**src/rtl/ready_pkg.sv**
```systemverilog
// Shared types for the two-board confirm handshake: FSM state encoding and
// the width helper used to size the saturating counters.
package ready_pkg;

    typedef enum logic [1:0] {
        IDLE,
        ARMED,
        COMMIT,
        RELEASE
    } state_t;

    // Smallest width that holds every value 0..n.
    function automatic int cnt_w(input longint unsigned n);
        return (n < 2) ? 1 : $clog2(n + 1);
    endfunction

endpackage

```
**src/rtl/btn_debounce.sv**
```systemverilog
// Two-flop synchroniser followed by a counting debouncer for the local
// confirm button; deb_local only moves after DEBOUNCE_CYCLES differing samples.
module btn_debounce #(
    parameter int unsigned DEBOUNCE_CYCLES = 1_000_000
) (
    input  logic clk,
    input  logic clr,
    input  logic btn_local,
    output logic deb_local
);
    import ready_pkg::*;

    localparam int CNT_W = cnt_w(longint'(DEBOUNCE_CYCLES));
    localparam logic [CNT_W-1:0] CNT_LAST = CNT_W'(DEBOUNCE_CYCLES - 1);

    logic             sync1_q, sync1_d;
    logic             sync2_q, sync2_d;
    logic             deb_q, deb_d;
    logic [CNT_W-1:0] cnt_q, cnt_d;

    always_comb begin
        sync1_d = btn_local;
        sync2_d = sync1_q;
        deb_d   = deb_q;
        cnt_d   = '0;
        // Flip on the last of a run of differing samples; the counter never passes CNT_LAST.
        if (sync2_q != deb_q) begin
            if (cnt_q >= CNT_LAST) begin
                deb_d = sync2_q;
            end else begin
                cnt_d = cnt_q + CNT_W'(1);
            end
        end
    end

    always_ff @(posedge clk) begin
        if (clr) begin
            sync1_q <= 1'b0;
            sync2_q <= 1'b0;
            deb_q   <= 1'b0;
            cnt_q   <= '0;
        end else begin
            sync1_q <= sync1_d;
            sync2_q <= sync2_d;
            deb_q   <= deb_d;
            cnt_q   <= cnt_d;
        end
    end

    assign deb_local = deb_q;

endmodule

```
**src/rtl/ready_handshake.sv**
```systemverilog
// Two-player confirm handshake: emits a one-cycle commit once both boards are ready.
// Optional ARMED abandonment is built when READY_TIMEOUT_EN is defined.
module ready_handshake #(
    parameter int unsigned DEBOUNCE_CYCLES = 1_000_000,
    parameter int unsigned TIMEOUT_CYCLES  = 500_000_000
) (
    input  logic clk,
    input  logic clr,
    input  logic btn_local,
    input  logic btn_opp,
    output logic ready_out,
    output logic commit,
    output logic waiting,
    output logic timeout
);
    import ready_pkg::*;

    logic   deb_local;
    logic   deb_prev_q, deb_prev_d;
    logic   opp_sync1_q, opp_sync1_d;
    logic   opp_s_q, opp_s_d;
    state_t state_q, state_d;
    logic   ready_q, ready_d;
    logic   commit_q, commit_d;
    logic   waiting_q, waiting_d;
    logic   timeout_q, timeout_d;
    logic   tmo_hit;
    logic   tmo_fire;

    btn_debounce #(
        .DEBOUNCE_CYCLES(DEBOUNCE_CYCLES)
    ) u_btn_debounce (
        .clk       (clk),
        .clr       (clr),
        .btn_local (btn_local),
        .deb_local (deb_local)
    );

`ifdef READY_TIMEOUT_EN
    localparam int TMO_W = cnt_w(longint'(TIMEOUT_CYCLES));
    localparam logic [TMO_W-1:0] TMO_LAST = TMO_W'(TIMEOUT_CYCLES - 1);

    logic [TMO_W-1:0] tmo_cnt_q, tmo_cnt_d;

    assign tmo_hit = (tmo_cnt_q >= TMO_LAST);

    always_comb begin
        tmo_cnt_d = '0;
        if (state_q == ARMED && state_d == ARMED) begin
            tmo_cnt_d = (tmo_cnt_q == '1) ? tmo_cnt_q : tmo_cnt_q + TMO_W'(1);
        end
    end

    always_ff @(posedge clk) begin
        if (clr) begin
            tmo_cnt_q <= '0;
        end else begin
            tmo_cnt_q <= tmo_cnt_d;
        end
    end
`else
    localparam int unsigned unused_timeout_cycles = TIMEOUT_CYCLES;
    assign tmo_hit = 1'b0;
`endif

    always_comb begin
        opp_sync1_d = btn_opp;
        opp_s_d     = opp_sync1_q;
        deb_prev_d  = deb_local;
        state_d     = state_q;
        tmo_fire    = 1'b0;
        case (state_q)
            IDLE: begin
                if (deb_local && !deb_prev_q) state_d = ARMED;
            end
            // Opponent readiness takes priority over an expiry in the same cycle.
            ARMED: begin
                if (opp_s_q) begin
                    state_d = COMMIT;
                end else if (tmo_hit) begin
                    state_d  = IDLE;
                    tmo_fire = 1'b1;
                end
            end
            COMMIT: state_d = RELEASE;
            RELEASE: begin
                if (!deb_local && !opp_s_q) state_d = IDLE;
            end
            default: state_d = IDLE;
        endcase
        ready_d   = (state_d == ARMED) || (state_d == COMMIT);
        commit_d  = (state_d == COMMIT);
        waiting_d = (state_d == ARMED);
        timeout_d = tmo_fire;
    end

    always_ff @(posedge clk) begin
        if (clr) begin
            opp_sync1_q <= 1'b0;
            opp_s_q     <= 1'b0;
            deb_prev_q  <= 1'b0;
            state_q     <= IDLE;
            ready_q     <= 1'b0;
            commit_q    <= 1'b0;
            waiting_q   <= 1'b0;
            timeout_q   <= 1'b0;
        end else begin
            opp_sync1_q <= opp_sync1_d;
            opp_s_q     <= opp_s_d;
            deb_prev_q  <= deb_prev_d;
            state_q     <= state_d;
            ready_q     <= ready_d;
            commit_q    <= commit_d;
            waiting_q   <= waiting_d;
            timeout_q   <= timeout_d;
        end
    end

    assign ready_out = ready_q;
    assign commit    = commit_q;
    assign waiting   = waiting_q;
    assign timeout   = timeout_q;

endmodule

```
**config.mk**
```make
export PLATFORM = sky130hd
export DESIGN_NAME = ready_handshake
export DESIGN_NICKNAME = d
export VERILOG_FILES = /design/src/rtl/ready_pkg.sv /design/src/rtl/btn_debounce.sv /design/src/rtl/ready_handshake.sv
export SDC_FILE = /design/constraint.sdc
export NUM_CORES = 1
export LEC_CHECK = 0
export ABC_AREA = 1
export CAP_MARGIN = 20
export CORE_MARGIN = 1
export CORE_UTILIZATION = 40
export CTS_BUF_LIST = sky130_fd_sc_hd__clkbuf_16
export DETAILED_ROUTE_END_ITERATION = 12
export PLACE_DENSITY_LB_ADDON = 0.05
export SETUP_SLACK_MARGIN = 0.05
export SYNTH_ARGS = -nofsm -noshare
export SYNTH_HDL_FRONTEND = slang
export SYNTH_SLANG_ARGS = --single-unit
export TNS_END_PERCENT = 1
```
**constraint.sdc**
```tcl
create_clock -name clk -period 2.81 [get_ports clk]
set_clock_uncertainty 0.1 [all_clocks]
set_input_delay 0.843 -clock clk [delete_from_list [all_inputs] [get_ports clk]]
set_output_delay 0.843 -clock clk [all_outputs]
set_load 0.02 [all_outputs]
```
# ---- Yosys cells after proc, flatten, opt, wreduce, memory -nomap -nowiden
# Cells that the tools add are included.
# Widths: inputs -> output; s select.
dict set report totals {
  output_inout_bits 4
  in_bits 4
  elab_cells 33
  reg_bits 31
}
dict set report classes {
  muxes 4
  eq_ne 6
  bitwise_logic 1
  n_addsub 1
  n_reduce_logical 9
  magnitude_cmp 1
}
# operator n
set ops {}
lappend ops {{$add 20x1->20 const B} 1}
lappend ops {{$ge 20x20->1 const B} 1}
lappend ops {{$pmux 2 s4} 1}
lappend ops {{$eq 2x2->1 const B} 3}
lappend ops {{$mux 2} 3}
lappend ops {{$eq 2x1->1 const B} 2}
lappend ops {{$logic_not 1->1} 3}
lappend ops {{$reduce_or 3->1} 1}
lappend ops {{$logic_and 1x1->1} 2}
lappend ops {{$logic_not 2->1} 1}
lappend ops {{$reduce_and 2->1} 1}
lappend ops {{$logic_or 1x1->1} 1}
lappend ops {{$ne 1x1->1} 1}
lappend ops {{$not 1->1} 1}

# ---- Depth between registers and ports, before layout
# Gate-level depths: netlist of the first run.
dict set report depth {
  word_depth 6
  ltp_mapped 10
  ltp_nobuf 9
}

# ---- By module
# Synthesis of the first run repeated with hierarchy kept, for this count alone.
dict set report unflattened {
  hier_cells 201
  area_unflattened_um2 1477.7
}
# mod cells_each n_inst area_each_um2
set modules_own_cells {}
lappend modules_own_cells {btn_debounce 164 1 1179.9}
lappend modules_own_cells {ready_handshake 37 1 297.8}

# ---- Least setup slack after synthesis of the first run
# Ideal clock, no wire load.
dict set report synth_path {
  path_kind {input-to-reg}
  start {input port clr}
  end {register u_btn_debounce.cnt_q[15]}
  path_stages 6
  arrival_ns 1.408
  path_buffers 1
  t_required_ns 2.648
  path_slack_ns 1.241
  path_cell_list {inv_1 o21ai_0 a21oi_1 nand2_2 buf_6 nor2_4}
}
dict set report synth_via {
  elab_chain_len 1
}
# item line_no
set synth_rtl {}
lappend synth_rtl {{start: declaration} ready_handshake.sv:8} ;# input logic clr,
lappend synth_rtl {{$reduce_or 3->1 (no source line)} -}
lappend synth_rtl {{end signal: assignment} btn_debounce.sv:46} ;# cnt_q <= cnt_d;
lappend synth_rtl {{end: declaration} btn_debounce.sv:19} ;# logic [CNT_W-1:0] cnt_q, cnt_d;
# Every way passes these cells.
# A chain may end at the register's enable or synchronous reset.

# ---- Worst setup path after layout of the first run
dict set report layout_path {
  start {register ready_q (netlist: ready_out)}
  end {output port ready_out}
}
# item line_no
set layout_rtl {}
lappend layout_rtl {{start: declaration} ready_handshake.sv:23} ;# logic ready_q, ready_d;
lappend layout_rtl {{start signal: assignment} ready_handshake.sv:112} ;# ready_q <= ready_d;
lappend layout_rtl {{end: declaration} ready_handshake.sv:11} ;# output logic ready_out,
# No word-level cell between the ends.

==> results.toml, run 1 <==
[run_status]
status = "complete, no violations"

[setup_path]
critical_path.max_fanout = 1
critPathRequiredTime_ns = 1.87
start_kind = "register"
path_delay_family = "buffers and inverters"
crit_chain = "clkdlybuf4s50_1"
critical_path_buf_inv_count = 1
crit_arrival_ns = 1.18
crit_type = "reg -> out"
slowest_stage = "clkdlybuf4s50_1"
endpoint_kind = "output port"
cpPeakStageDelay_ns = 0.61

[die]
chipHeight_um = 64.2
dieArea_um2 = 4120
core_um2 = 3690
initial_core_util_pct = 41.9
num_rows = 22
ios = 8
die_w_um = 64.2

[layout]
drive_gt1_share_pct = 16.3
diodes = 0
final_util_pct = 48.0
finalNonFillerCells = 269
final_net_count = 229
final_cell_area_um2 = 1770
syn2layout_area_growth_pct = 14.4

[route]
vias = 1191
drt_wl_total_um = 2740
ant_nets = 0
viasPerCell = 4.43
first_pass_iters = 4
wire_per_inst_um = 10.2
drtIter0Drc = 50
drcViolationCount = 0

[sta]
final-max-slew-violation-count = 0
period_share_pct = 75.5
worstMarginPinSlew_ns = 0.646
slew_headroom_pct = 56.8
setup_violations = 0
max_freq_mhz = 472
tns_ns = 0
hold_ws_ns = 0.303
period_needed_ns = 2.12
rsz0062_at_grt = "false"
hold_viol = 0
setup_ws_ns = 0.689

[cts]
clock-sinks = 31
clockBufferDepth = 2
cts_hold_buffers = 0
tritoncts = "built"
clk_pin_slew_ns = 0.05
post-cts-setup-buffers = 0
h-tree-depth = 2
clk-insertion-delay-late_ns = 0.27
post_cts_resized = 0
root_buffer = "clkbuf_16"
cts-buffers-inserted = 5

[power_and_ir_drop]
power.total_mw = 0.939
seqPwrFrac_pct = 47.5
peakVddDrop_mv = 0.428
p_per_area_nw_per_um2 = 530
sw_frac_of_total_pct = 18.7
p_sw_mw = 0.175
intPower_mw = 0.763
p_leak_nw = 0.658
pwr-share-comb_pct = 1.8
power_frac_clock_pct = 50.8

[synth]
syn_inst = 212
yosysWarnings = 0
synth_cell_types = 22
syn-num-nets = 219
syn_avg_cell_area_um2 = 7.29
ys_ff_latch = 31
yosysSeqAreaShare_pct = 40.1
syn-cell-area_um2 = 1550

[global_routing]
grt_overflow = 0
grt_max_degree = 21
grt_pass1_wl_um = 5130
grt.total_usage_pct = 16.6
grt_pass1_vias = 1208
antenna_found_initial = 0

[placement]
numPortBuffers = 6
hpwl_um = 2100
place.gp.congestion = 0.796
dp_slack_ns = 0.427
dp.cells = 263
place_area_um2 = 1640

[min_path]
min_path_type = "reg -> reg"

[run]
maxCapViolCount = 0
## Yosys cell counts
| cell type | number | area [um2] |
|---|---|---|
| a21oi_1 | 2 | 10.0 |
| a31oi_1 | 1 | 6.26 |
| buf_4 | 1 | 7.51 |
| buf_6 | 2 | 22.5 |
| clkbuf_1 | 1 | 3.75 |
| conb_1 | 1 | 3.75 |
| dfxtp_1 | 31 | 621 |
| ha_1 | 3 | 37.5 |
| inv_1 | 32 | 120 |
| nand2_1 | 38 | 143 |
| nand2_2 | 2 | 12.5 |
| nand3_1 | 6 | 30.0 |
| nand3_2 | 2 | 20.0 |
| nand4_1 | 5 | 31.3 |
| nor2_1 | 40 | 150 |
| nor2_2 | 23 | 144 |
| nor2_4 | 3 | 33.8 |
| nor3_1 | 2 | 10.0 |
| o21ai_0 | 2 | 10.0 |
| o21bai_1 | 1 | 7.51 |
| xnor2_1 | 7 | 61.3 |
| xor2_1 | 7 | 61.3 |
## sequential cells by signal (all words and copies together), names as in the netlist
register and cells:
u_btn_debounce.cnt_q 20, state_q 2, commit 1, deb_prev_q 1
opp_s_d 1, opp_s_q 1, ready_out 1, u_btn_debounce.deb_local 1
u_btn_debounce.sync1_q 1, u_btn_debounce.sync2_q 1, waiting 1
## layer usage
metal / global-route usage (%) / vias up / part of all wire [%]
met3: 6.25 / 5 / 4.2
met4: 7.50 / 0 / 1.3
met5: 0 / - / 0
met2: 28.2 / 12 / 47
li1: - / 648 / -
met1: 18.4 / 526 / 47
## final cells by class
class / instances / area (um2)
well taps: 48 / 60.1
flip-flops and latches: 31 / 621
inverters: 32 / 120
clock buffers: 5 / 125
clock inverters: 1 / 3.75
multi-input cells: 145 / 772
fillers: 399 / 1920
repair buffers: 7 / 67.6
## placed cells by master, fill, tap and decap left out, types with 3 or more instances in the layout
cell type / n
nor2_2: 23
xnor2_1: 7
dfxtp_1: 31
clkbuf_16: 5
nor2_1: 40
ha_1: 3
inv_1: 33
nor2_4: 3
nand4_1: 5
nand2_1: 38
xor2_1: 7
nand3_1: 6
clkdlybuf4s50_1: 6
## worst paths after layout
kind,startpoint,to,slack [ns],depth (start not counted)
max reg2reg,u_btn_debounce.cnt_q[0],u_btn_debounce.cnt_q[17],0.91,8
min reg2reg,opp_s_d,opp_s_q,0.30,2
max,ready_out,ready_out,0.69,1
min,opp_s_d,opp_s_q,0.30,2
## kinds of logic (layout without fill, tap and decap cells)
| group | count (synthesis) | in the layout | synth area share (%) |
|---|---|---|---|
| compound gates | 6 | 6 | 2.18 |
| xor+xnor | 14 | 14 | 7.93 |
| fa+ha+maj | 3 | 3 | 2.43 |
| buf+inv | 36 | 45 | 9.95 |
| flops | 31 | 31 | 40.1 |
| other cells | 1 | 1 | 0.242 |
| simple gates | 121 | 121 | 37.1 |
## power by group through the flow
stage / Sequential, mW / Combinational [mW] / Clock [mW]
after global routing: 0.445 / 0.0191 / 0.517
after detailed placement: 0.454 / 0.0170 / 0
after global placement: 0.454 / 0.0165 / 0
after floorplan: 0.454 / 0.0125 / 0
final: 0.446 / 0.0166 / 0.476
after CTS: 0.445 / 0.0172 / 0.497
Note: power is estimated with default switching activity, not from simulation.
==> run 2, diff against run 1 <==
==> constraint.sdc (replaced) <==
create_clock -name clk -period 1.8 [get_ports clk]
set_clock_uncertainty 0.1 [all_clocks]
set_input_delay 0.54 -clock clk [delete_from_list [all_inputs] [get_ports clk]]
set_output_delay 0.54 -clock clk [all_outputs]
set_load 0.02 [all_outputs]
==> results.toml, run 2 (synthesis results as in run 1) <==
[run_status]
status = "complete, no violations"

[power_and_ir_drop]
p_sw_mw = 0.278
seqPwrFrac_pct = 47.0
peakVddDrop_mv = 0.470
p_per_area_nw_per_um2 = 812
sw_frac_of_total_pct = 18.8
power_frac_clock_pct = 51.0
intPower_mw = 1.20
pwr-share-comb_pct = 2.0
p_leak_nw = 0.699

[setup_path]
path_delay_family = "simple AND/OR/NAND/NOR gates"
start_kind = "register"
crit_type = "reg -> reg"
slowest_stage = "dfxtp_2"
crit_chain = "ha_2 > nand2_1 > nor2_4 > inv_1 > nor2_1 > nor2_2 > nand2_2 > buf_12 > nor2_4"
cpPeakStageDelay_ns = 0.35
critPathRequiredTime_ns = 1.85
critical_path_buf_inv_count = 2
crit_arrival_ns = 1.67
endpoint_kind = "register"
critical_path.max_fanout = 11
path_common_cell = "nor2_4"

[die]
dieArea_um2 = 4120
num_rows = 22
core_um2 = 3690
chipHeight_um = 64.2
ios = 8
initial_core_util_pct = 41.9
die_w_um = 64.2

[layout]
diodes = 0
final_net_count = 233
nFillCells = 408
final_cell_mix = "nor2_1, nand2_1, inv_1"
syn2layout_area_growth_pct = 17.9
drive_gt1_share_pct = 18.5
final_cell_area_um2 = 1820
top_regs = "u_btn_debounce.cnt_q x20, state_q x2"
final_common_cell = "nor2_1"
regMostFlops = "u_btn_debounce.cnt_q"
largest_reg_flops = 20

[min_path]
min_path_type = "reg -> reg"

[sta]
setup_violations = 0
period_share_pct = 89.7
tns_ns = 0
hold_viol = 0
max_freq_mhz = 619
final-max-slew-violation-count = 0
period_needed_ns = 1.61
rsz0062_at_grt = "true"

[route]
wire_per_inst_um = 9.75
first_pass_iters = 4
viasPerCell = 4.55
drtIter0Drc = 65
ant_nets = 0
drt_wl_total_um = 2680
drcViolationCount = 0
vias = 1251

[placement]
place_area_um2 = 1680
numPortBuffers = 6
place.gp.congestion = 0.807
hpwl_um = 2130

[global_routing]
grt.total_usage_pct = 16.0
grt_pass1_wl_um = 4970
grt_max_degree = 12
grt_overflow = 0
grt_pass1_vias = 1174
antenna_found_initial = 0

[cts]
clockBufferDepth = 2
h-tree-depth = 2
clk_pin_slew_ns = 0.05
tritoncts = "built"
cts-buffers-inserted = 5
clock-sinks = 31
cts_hold_buffers = 0
root_buffer = "clkbuf_16"
clk-insertion-delay-late_ns = 0.27

[run]
maxCapViolCount = 0
==> run 2: changes by cell type in the layout (fill, tap and decap cells not counted), sizes merged <==
cell / change
buf: +4
clkdlybuf4s50: -3
dlygate4sd2: +3
clkinv: +2
==> run 2: stage by stage <==
stage / std cells / util (%) / total power, mW / hold slack [ns] / setup slack (ns)
finish: 275 / 49.4 / 1.48 / 0.300 / 0.185
global route: 275 / 49.4 / 1.55 / 0.326 / 0.0486
CTS: 274 / 49.0 / 1.51 / 0.303 / 0.129
detailed placement: 266 / 45.4 / 0.739 / 0.296 / -0.0120
global placement: 266 / 45.4 / 0.738 / 0.290 / 0.0139
floorplan: 212 / - / 0.728 / 0.288 / 0.317
==> run 2: path summary, 6_finish.rpt <==
path,from,to,slack [ns],cells after the start
hold / removal,u_btn_debounce.sync1_q,u_btn_debounce.sync2_q,0.30,2
setup / recovery,u_btn_debounce.cnt_q[0],u_btn_debounce.cnt_q[15],0.19,9
setup reg to reg,u_btn_debounce.cnt_q[0],u_btn_debounce.cnt_q[15],0.19,9
hold reg to reg,u_btn_debounce.sync1_q,u_btn_debounce.sync2_q,0.30,2
==> run 2: routing by layer <==
metal,vias to the layer above,GRT usage [%],share of wire (%)
met2,13,27.1,49
met3,4,4.29,3.2
li1,661,-,-
met5,-,0,0
met1,573,18.7,46
met4,0,7.50,1.8
==> run 2: repair_timing <==
action	in CTS	in global routing
pin swaps	0	1
setup endpoints to repair	3	20
setup buffers	0	1
gates resized for setup	3	3
==> run 2: final cells by class <==
class	instances	area [um2]	area share, %
repair buffers	11	110	6.04
flip-flops and latches	31	622	34.1
inverters	32	120	6.59
clock inverters	3	11.3	0.618
clock buffers	5	125	6.86
well taps	48	60.1	3.29
multi-input cells	145	774	42.5
==> run 2: tightest hold or removal path: stages (launching register included) <==
cell     delay, ns
dfxtp_1       0.29
inv_1         0.04
nor2_1        0.03
==> run 2: power groups by stage <==
stage | Sequential (mW) | Clock [mW] | Combinational [mW]
detailed placement | 0.709 | 0 | 0.0302
finish | 0.695 | 0.754 | 0.0302
floorplan | 0.708 | 0 | 0.0196
CTS | 0.695 | 0.780 | 0.0304
global route | 0.694 | 0.820 | 0.0336
global placement | 0.708 | 0 | 0.0296
